===== config.mk =====
export PLATFORM = sky130hd
export DESIGN_NAME = ifmap_row_streamer_flat
export DESIGN_NICKNAME = d
export VERILOG_FILES = /design/src/rtl/ifmap_row_streamer_if.sv /design/src/rtl/ifmap_row_streamer.sv /design/src/flat_wrapper.sv
export SDC_FILE = /design/constraint.sdc
export NUM_CORES = 1
export LEC_CHECK = 0
export CAP_MARGIN = 10
export CORE_MARGIN = 10
export CORE_UTILIZATION = 58
export CTS_CLUSTER_DIAMETER = 30
export CTS_CLUSTER_SIZE = 40
export DETAILED_ROUTE_END_ITERATION = 16
export PLACE_DENSITY = 0.85
export SYNTH_ARGS = -nofsm -noshare
export SYNTH_HDL_FRONTEND = slang
export SYNTH_SLANG_ARGS = --single-unit

===== constraint.sdc =====
create_clock -name clk -period 11.3 [get_ports clk]
set_input_delay 3.39 -clock clk [delete_from_list [all_inputs] [get_ports clk]]
set_output_delay 3.39 -clock clk [all_outputs]
set_load 0.01 [all_outputs]

===== src/rtl/ifmap_row_streamer_if.sv =====
// SRAM read port and IFMap buffer write port seen by the row streamer.
// master = streamer side, slave = memory / buffer side.
interface ifmap_row_streamer_if #(
    parameter int DATA_WIDTH = 20,
    parameter int ADDR_WIDTH = 8
);
    logic                  mem_rd;
    logic [ADDR_WIDTH-1:0] mem_addr;
    logic [DATA_WIDTH-1:0] mem_data;
    logic [DATA_WIDTH+1:0] fifo_din;
    logic                  fifo_wen;
    logic                  fifo_ready;

    modport master (
        output mem_rd,
        output mem_addr,
        input  mem_data,
        output fifo_din,
        output fifo_wen,
        input  fifo_ready
    );

    modport slave (
        input  mem_rd,
        input  mem_addr,
        output mem_data,
        input  fifo_din,
        input  fifo_wen,
        output fifo_ready
    );
endinterface


===== src/rtl/ifmap_row_streamer.sv =====
// Streams num_rows x row_len IFMap words from SRAM into the PE IFMap buffer,
// tagging each word with {row_start,row_end} flags in the top two bits.
module ifmap_row_streamer #(
    parameter int DATA_WIDTH = 20,
    parameter int ADDR_WIDTH = 8,
    parameter int LEN_WIDTH  = 6,
    parameter int ROWS_WIDTH = 6
) (
    input  logic                  clk,
    input  logic                  rst,
    input  logic                  start,
    input  logic [ADDR_WIDTH-1:0] base_addr,
    input  logic [LEN_WIDTH-1:0]  row_len,
    input  logic [LEN_WIDTH-1:0]  row_stride,
    input  logic [ROWS_WIDTH-1:0] num_rows,
    output logic                  busy,
    output logic                  done,
    ifmap_row_streamer_if.master  bus
);

    localparam int WW = DATA_WIDTH + 2;

    typedef enum logic [1:0] {
        IDLE  = 2'd0,
        RUN   = 2'd1,
        DRAIN = 2'd2,
        DONE  = 2'd3
    } state_t;

    state_t state_q, state_d;

    logic [LEN_WIDTH-1:0]  len_q, len_d;
    logic [LEN_WIDTH-1:0]  stride_q, stride_d;
    logic [ROWS_WIDTH-1:0] rows_q, rows_d;
    logic [ADDR_WIDTH-1:0] row_base_q, row_base_d;
    logic [LEN_WIDTH-1:0]  word_q, word_d;
    logic [ROWS_WIDTH-1:0] row_q, row_d;
    logic                  inflight_q, inflight_d;
    logic [1:0]            tag_q, tag_d;
    logic [WW-1:0]         q0_q, q0_d;
    logic [WW-1:0]         q1_q, q1_d;
    logic [1:0]            cnt_q, cnt_d;

    logic                  cfg_zero;
    logic                  pop;
    logic                  push;
    logic [2:0]            occ;
    logic                  rd;
    logic                  row_last;
    logic                  last_row;
    logic                  last_rd;
    logic [ADDR_WIDTH-1:0] rd_addr;
    logic [WW-1:0]         push_word;

    assign cfg_zero  = (row_len == '0) || (num_rows == '0);
    assign pop       = (cnt_q != 2'd0) && bus.fifo_ready;
    assign push      = inflight_q;
    assign push_word = {tag_q, bus.mem_data};

    // Queued words plus the read in flight, minus this cycle's pop, must leave room.
    assign occ      = {1'b0, cnt_q} + {2'b00, inflight_q} - {2'b00, pop};
    assign rd       = (state_q == RUN) && (occ < 3'd2);
    assign row_last = (word_q == len_q - LEN_WIDTH'(1));
    assign last_row = (row_q == rows_q - ROWS_WIDTH'(1));
    assign last_rd  = rd && row_last && last_row;
    assign rd_addr  = row_base_q + ADDR_WIDTH'(word_q);

    always_ff @(posedge clk or posedge rst) begin
        if (rst) begin
            state_q <= IDLE;
        end else begin
            state_q <= state_d;
        end
    end

    always_comb begin
        state_d = state_q;
        unique case (state_q)
            IDLE: begin
                if (start) begin
                    state_d = cfg_zero ? DONE : RUN;
                end
            end
            RUN: begin
                if (last_rd) begin
                    state_d = DRAIN;
                end
            end
            DRAIN: begin
                if (!inflight_q && (cnt_d == 2'd0)) begin
                    state_d = DONE;
                end
            end
            DONE: begin
                state_d = IDLE;
            end
            default: begin
                state_d = IDLE;
            end
        endcase
    end

    always_comb begin
        busy         = (state_q == RUN) || (state_q == DRAIN);
        done         = (state_q == DONE);
        bus.mem_rd   = rd;
        bus.mem_addr = rd ? rd_addr : '0;
        bus.fifo_wen = pop;
        bus.fifo_din = (cnt_q != 2'd0) ? q0_q : '0;
    end

    always_comb begin
        len_d      = len_q;
        stride_d   = stride_q;
        rows_d     = rows_q;
        row_base_d = row_base_q;
        word_d     = word_q;
        row_d      = row_q;
        inflight_d = rd;
        tag_d      = {(word_q == '0), row_last};
        q0_d       = q0_q;
        q1_d       = q1_q;
        cnt_d      = cnt_q;

        if ((state_q == IDLE) && start) begin
            len_d      = row_len;
            stride_d   = row_stride;
            rows_d     = num_rows;
            row_base_d = base_addr;
            word_d     = '0;
            row_d      = '0;
        end

        // Walk the address with counters: next word, or jump to next row start.
        if (rd) begin
            if (row_last) begin
                word_d     = '0;
                row_d      = row_q + ROWS_WIDTH'(1);
                row_base_d = row_base_q + ADDR_WIDTH'(stride_q);
            end else begin
                word_d = word_q + LEN_WIDTH'(1);
            end
        end

        case ({push, pop})
            2'b10: begin
                if (cnt_q == 2'd0) begin
                    q0_d = push_word;
                end else begin
                    q1_d = push_word;
                end
                cnt_d = cnt_q + 2'd1;
            end
            2'b01: begin
                q0_d  = q1_q;
                cnt_d = cnt_q - 2'd1;
            end
            2'b11: begin
                if (cnt_q == 2'd1) begin
                    q0_d = push_word;
                end else begin
                    q0_d = q1_q;
                    q1_d = push_word;
                end
            end
            default: begin
            end
        endcase
    end

    always_ff @(posedge clk or posedge rst) begin
        if (rst) begin
            len_q      <= '0;
            stride_q   <= '0;
            rows_q     <= '0;
            row_base_q <= '0;
            word_q     <= '0;
            row_q      <= '0;
            inflight_q <= 1'b0;
            tag_q      <= '0;
            q0_q       <= '0;
            q1_q       <= '0;
            cnt_q      <= '0;
        end else begin
            len_q      <= len_d;
            stride_q   <= stride_d;
            rows_q     <= rows_d;
            row_base_q <= row_base_d;
            word_q     <= word_d;
            row_q      <= row_d;
            inflight_q <= inflight_d;
            tag_q      <= tag_d;
            q0_q       <= q0_d;
            q1_q       <= q1_d;
            cnt_q      <= cnt_d;
        end
    end

endmodule

===== src/flat_wrapper.sv =====
// flat-port wrapper written by rule: the top's interface ports become plain ports
module ifmap_row_streamer_flat 
#(
    parameter int DATA_WIDTH = 20,
    parameter int ADDR_WIDTH = 8,
    parameter int LEN_WIDTH  = 6,
    parameter int ROWS_WIDTH = 6
)
  (clk, rst, start, base_addr, row_len, row_stride, num_rows, busy, done, bus_mem_rd, bus_mem_addr, bus_mem_data, bus_fifo_din, bus_fifo_wen, bus_fifo_ready);
  ifmap_row_streamer_if #(.DATA_WIDTH(DATA_WIDTH), .ADDR_WIDTH(ADDR_WIDTH)) bus_i ();
  input  logic clk;
  input  logic rst;
  input  logic start;
  input  logic [ADDR_WIDTH-1:0] base_addr;
  input  logic [LEN_WIDTH-1:0] row_len;
  input  logic [LEN_WIDTH-1:0] row_stride;
  input  logic [ROWS_WIDTH-1:0] num_rows;
  output logic busy;
  output logic done;
  output wire logic [$bits(bus_i.mem_rd)-1:0] bus_mem_rd;
  output wire logic [$bits(bus_i.mem_addr)-1:0] bus_mem_addr;
  input wire logic [$bits(bus_i.mem_data)-1:0] bus_mem_data;
  output wire logic [$bits(bus_i.fifo_din)-1:0] bus_fifo_din;
  output wire logic [$bits(bus_i.fifo_wen)-1:0] bus_fifo_wen;
  input wire logic [$bits(bus_i.fifo_ready)-1:0] bus_fifo_ready;
  assign bus_mem_rd = bus_i.mem_rd;
  assign bus_mem_addr = bus_i.mem_addr;
  assign bus_i.mem_data = bus_mem_data;
  assign bus_fifo_din = bus_i.fifo_din;
  assign bus_fifo_wen = bus_i.fifo_wen;
  assign bus_i.fifo_ready = bus_fifo_ready;
  ifmap_row_streamer #(.DATA_WIDTH(DATA_WIDTH), .ADDR_WIDTH(ADDR_WIDTH), .LEN_WIDTH(LEN_WIDTH), .ROWS_WIDTH(ROWS_WIDTH)) u_core (.clk(clk), .rst(rst), .start(start), .base_addr(base_addr), .row_len(row_len), .row_stride(row_stride), .num_rows(num_rows), .busy(busy), .done(done), .bus(bus_i));
endmodule

==> results of run 1 <==
[worst paths after layout]
path                       depth (start not counted)                    to
hold reg to reg                                    2       u_core.q0_q[13]
hold / removal                                     2       u_core.q0_q[13]
min in group asynchronous                          2        u_core.q1_q[5]
setup reg to reg                                  12  u_core.row_base_q[6]
max in group asynchronous                          3       u_core.len_q[2]
setup / recovery                                  10       bus_mem_addr[1]
[power by group through the flow]
stage                     Sequential [uW]  Combinational [uW]  Clock (uW)
final                                 564                 816         209
after global routing                  585                 918         225
after CTS                             563                 821         212
after detailed placement              570                 816           0
after global placement                558                 771           0
after floorplan                       539                 577           0
[layout make-up]
cell class / count / area (um2)
sequential: 89 / 2227
clock inverter: 6 / 51.30
inverter: 22 / 83.83
timing repair buffer: 89 / 875.8
clock buffer: 10 / 137.6
tap: 105 / 131.4
multi-input combinational: 385 / 2619
fill: 645 / 2215
[registers in the layout, summed over array words and instances, names as in the netlist]
| register | count |
|---|---|
| u_core.word_q | 6 |
| u_core.cnt_q | 2 |
| u_core.row_base_q | 8 |
| u_core.len_q | 6 |
| u_core.row_q | 6 |
| u_core.q0_q | 22 |
| u_core.rows_q | 6 |
| u_core.q1_q | 22 |
| u_core.inflight_q | 1 |
| u_core.tag_q | 2 |
| u_core.state_q | 2 |
| u_core.stride_q | 6 |
[per-layer routing]
metal	vias up	wire length [um]
li1	1958	-
met1	1982	5000
met3	21	728
met5	-	0
met4	0	220
met2	116	5738
[cell usage after synthesis (all sizes together) (5+ instances only)]
cell type,count
nor2,16
a22oi,22
nor2b,29
ha,28
a21oi,9
clkbuf,18
o31ai,6
nand3,7
xnor2,13
mux2,26
nand2,90
dfrtp,89
nor3,9
mux2i,10
buf,5
o21ai,46
inv,22
xor2,10
a21o,9
[worst max-delay path: stages]
cell and delay, ps:
clkdlybuf4s50_1 450, nor2b_1 470, ha_1 380, nand2b_1 170, fa_1 380, xnor2_1 140
nand3_1 400, inv_1 310, and2_1 150, clkdlybuf4s50_1 530
[cells by family (layout without fill, tap and decap cells)]
group / after synthesis / after routing / synth area share [%]
AOI/OAI and AO/OA: 117 / 117 / 15.10
xor gates and xnor gates: 23 / 23 / 4.011
adders and majority gates: 31 / 31 / 8.172
buffers and inverters: 45 / 127 / 3.587
DFF: 89 / 89 / 44.34
muxes: 36 / 36 / 7.823
and+or+nand+nor: 178 / 178 / 16.97
[through the flow]
| step | hold slack [ps] | setup WS (ps) | instance area (um2) | total power (uW) | util, % |
|---|---|---|---|---|---|
| 3_3_place_gp | 453.2 | 1280 | 5937 | 1329 | 71.18 |
| 2_1_floorplan | 442.2 | 2424 | 5022 | 1116 | - |
| 5_1_grt | 517.1 | 917.4 | 6126 | 1727 | 73.45 |
| 3_5_place_dp | 463.9 | 1155 | 5937 | 1386 | 71.18 |
| 4_1_cts | 486.4 | 1144 | 6126 | 1596 | 73.45 |
| 6_report | 484.1 | 1123 | 6126 | 1589 | 73.45 |
==> qor.txt, run 1 <==
DRC Markers - 0
final std cells w/o fill - 706
post-synthesis async set-or-reset flop share - 100.0%
grt peak-use layer - met2
Starting DRT DRC Count - 241
I/O Buffers - 83
DRT Wirelength - 11.69 mm
leakage power - 0.002734 uW
top_reg_cell synth - dfrtp_1
CP required - 7910 ps
initial antenna violation count - 0
Final Max Slew Viols - 0
crit path launch type - primary input
Final min period - 10180 ps
Hold Path Origin - u_core.q0_q[13]
vias per cell - 5.775
setup tns final - 0 ps
internal power - 935.5 uW
Clk pwr share - 13.1%
gr ovfl total - 0
vias in the first global route - 4210
GRT met3 Usage - 4.702%
status - completed
Final Setup Violations - 0
largest net degree at the start of global routing - 48
worst setup path start - bus_fifo_ready
syn avg cell area - 9.677 um2
setup repair after global routing missed its margin - no
Mapped Area - 5022 um2
crit path DAT - 6790 ps
Power Density - 259.4 nW/um2
top cell type's share of synthesized area - 44.34%
Root Driver - clkbuf_8
syn nets - 600
Worst slew margin - 32.90%
Die Area - 12780 um2
max cap viols - 0
Post-CTS Setup Bufs - 0
sequential-to-total area share from yosys stat - 44.34%
synthesized instance count - 519
leading post-synthesis cells by cell area - dfrtp_1 44%, ha_1 7.0%, nand2_1 6.7%
Combinational Power Share - 51.3%
Fin Clk Skew - 10.52 ps
first-pass GRT wire length - 20.00 mm
core area - 8341 um2
critical-path maximum fanout - 9
WS Path Type - in2out
Max clock buf depth - 2
hold_buf cts - 0
VDD IR max - 0.0001388 V
Crit. End Element - output pin
# rows - 33
Antenna Cells - 0
Clock Sink Count - 89
Avg WL per Cell - 16.56 um
clk slew on worst S/H paths - 90 ps
1st-pass router iterations - 4
f_max - 0.09826 GHz
Num CTS Buffers - 9
most frequent cells in the layout - 90 x nand2_1, 89 x dfrtp_1, 83 x clkdlybuf4s50_1, 45 x o21ai_0, 29 x nor2b_1
Inst Count DP - 690
post-CTS resize count - 0
switch share - 41.12%
flops & latches, synth - 89
sequential power share - 35.5%
CTS tree - done
Psw - 653.4 uW
most common cell after layout, fill and taps aside - nand2_1
worst hold path type - reg2reg
NumNets Final - 677
met1 Track Usage GR - 22.48%
flop2flop setup slack - 6520 ps
chip width - 113.1 um
Distinct cells, synth - 49
Warnings, synthesis - 0
Yosys top cell by area - dfrtp_1
die height - 113.1 um
layout cells sized above 1 - 9.318%
antenna-violating nets left - 0
Layout area overhead - 21.97%
Global Route met2 Usage - 31.26%
GP Congestion - 0.8806
Starting Density - 60.22%
Worst-Margin Slew - 1002 ps
endpoints failing hold - 0
EDFF count, synth - 0
r2r startpoint - u_core.cnt_q[1]
gr usage total - 18.63%
Vias - 4077
HPWL Detailed - 8.676 mm
Tcrit/Tclk final - 90.06%
htree depth - 3
num ports - 84
Worst-Skew Late Latency - 360 ps
(Power assumes the default switching activity.)
==> run 2: changes to the inputs <==
HOLD_SLACK_MARGIN = 0.05   (was unset)
PLACE_DENSITY = 0.86   (was 0.85)
==> qor.txt, run 2 (synthesis results as in run 1) <==
Worst-Skew Late Latency - 350 ps (about the same)
final std cells w/o fill - 705 (-0.14%)
max cap viols - 0 (unchanged)
final instance area - 6130 um2 (about the same)
setup tns final - 0 ps (unchanged)
Starting DRT DRC Count - 247 (+2.5%)
fillers - 573 (-11%)
initial antenna violation count - 0 (unchanged)
1st-pass router iterations - 5 (+1)
first-pass GRT wire length - 20.03 mm (+0.13%)
Clock Sink Count - 89 (unchanged)
Fin Clk Skew - 11.10 ps (+0.5717 ps)
crit path DAT - 6810 ps (+20 ps)
Starting Density - 60.22% (unchanged)
Final Max Slew Viols - 0 (unchanged)
crit path launch type - primary input
Hold WS - 484.1 ps (+0.02100 ps)
f_max - 0.09806 GHz (-0.21%)
Largest regs - u_core.q0_q (22), u_core.q1_q (22), u_core.row_base_q (8)
Crit. End Element - output pin
gr usage total - 18.55% (-0.078 points)
die height - 113.1 um (unchanged)
DRC Markers - 0 (unchanged)
num ports - 84 (unchanged)
antenna-violating nets left - 0 (unchanged)
largest net degree at the start of global routing - 90 (+88%)
I/O Buffers - 83 (unchanged)
clk slew on worst S/H paths - 80 ps (about the same)
Die Area - 12780 um2 (unchanged)
critical-path maximum fanout - 9 (unchanged)
Avg WL per Cell - 16.97 um (+2.5%)
Vias - 4045 (-0.78%)
core area - 8341 um2 (unchanged)
Placement Cell Area - 5937 um2 (unchanged)
chip width - 113.1 um (unchanged)
layout cells sized above 1 - 9.167% (-0.15 points)
Num CTS Buffers - 9 (unchanged)
vias in the first global route - 4179 (-0.74%)
setup repair after global routing missed its margin - no
Inst Count DP - 690 (unchanged)
htree depth - 3 (unchanged)
vias per cell - 5.738 (-0.64%)
WS Path Type - in2out
most frequent cells in the layout - 90 x nand2_1, 89 x dfrtp_1, 83 x clkdlybuf4s50_1, 45 x o21ai_0, 29 x nor2b_1
DRT Wirelength - 11.96 mm (+2.3%)
leakage power - 0.002725 uW (-0.33%)
Worst-Margin Slew - 1102 ps (+99.56 ps)
gr ovfl total - 0 (unchanged)
CP required - 7910 ps (about the same)
post-CTS resize count - 0 (unchanged)
endpoints failing hold - 0 (unchanged)
Post-Route Utilization - 73.49% (about the same)
Layout area overhead - 22.05% (about the same)
Tcrit/Tclk final - 90.25% (+0.19 points)
Final min period - 10200 ps (+21.40 ps)
NumNets Final - 677 (unchanged)
Worst slew margin - 26.56% (-6.3 points)
Post-CTS Setup Bufs - 0 (unchanged)
CTS tree - done
Max clock buf depth - 2 (unchanged)
HPWL Detailed - 8.438 mm (-2.8%)
hold_buf cts - 0 (unchanged)
status - completed
Antenna Cells - 0 (unchanged)
Power Density - 261.4 nW/um2 (+0.77%)
Final Setup Violations - 0 (unchanged)
Root Driver - clkbuf_8
most common cell after layout, fill and taps aside - nand2_1
GP Congestion - 0.8558 (-2.8%)
# rows - 33 (unchanged)
worst hold path type - reg2reg
VDD IR max - 0.0001462 V (+5.4%)
==> run 2: cell types whose count changed in the layout (fill, tap and decap cells not counted), sizes merged <==
cell      change
bufinv        +1
clkinv        -4
clkbuf        -1
clkinvlp      +3
==> run 2: worst paths after layout <==
kind	endpoint	slack [ps]	cells after the start	from
min in group asynchronous	u_core.q1_q[2]	3710	3	rst
worst min-delay path	u_core.q0_q[20]	480	2	u_core.q0_q[20]
worst min register to register	u_core.q0_q[20]	480	2	u_core.q0_q[20]
worst max register to register	u_core.row_base_q[6]	6590	12	u_core.cnt_q[1]
worst max-delay path	bus_mem_addr[0]	1100	10	bus_fifo_ready
max in group asynchronous	u_core.q0_q[20]	6880	3	rst
==> run 2: stage by stage <==
step | setup slack (ps) | power, uW
after floorplan | 2424 | 1116
after global placement | 1283 | 1328
after detailed placement | 1134 | 1378
after CTS | 1100 | 1603
after global routing | 943.7 | 1734
final | 1102 | 1602
==> run 2: final cells by class <==
type	instances	area, um2	share of cell area [%]
flip-flops and latches	89	2227	36.33
well taps	105	131.4	2.143
multi-input cells	385	2619	42.72
repair buffers	89	875.8	14.29
clock buffers	9	123.9	2.021
clock inverters	6	68.82	1.123
inverters	22	83.83	1.368
==> run 2: where the power goes <==
part	switching [uW]	total [uW]	internal, uW
Combinational	426	813	387
Clock	119	221	102
Sequential	108	568	460
==> run 2: routing by layer <==
layer	up-vias	global-route usage (%)	wire, um
met5	-	0	0
met4	0	4.569	98
met3	10	5.230	963
met2	140	32.30	6035
met1	1943	22.04	4863
li1	1952	-	-
==> run 2: critical path: stages <==
cell	delay [ps]
clkdlybuf4s50_1	450
nor2b_1	460
ha_1	380
nand2b_1	180
fa_1	390
xnor2_1	140
nand3_1	420
inv_1	310
and2_1	150
clkdlybuf4s50_1	530
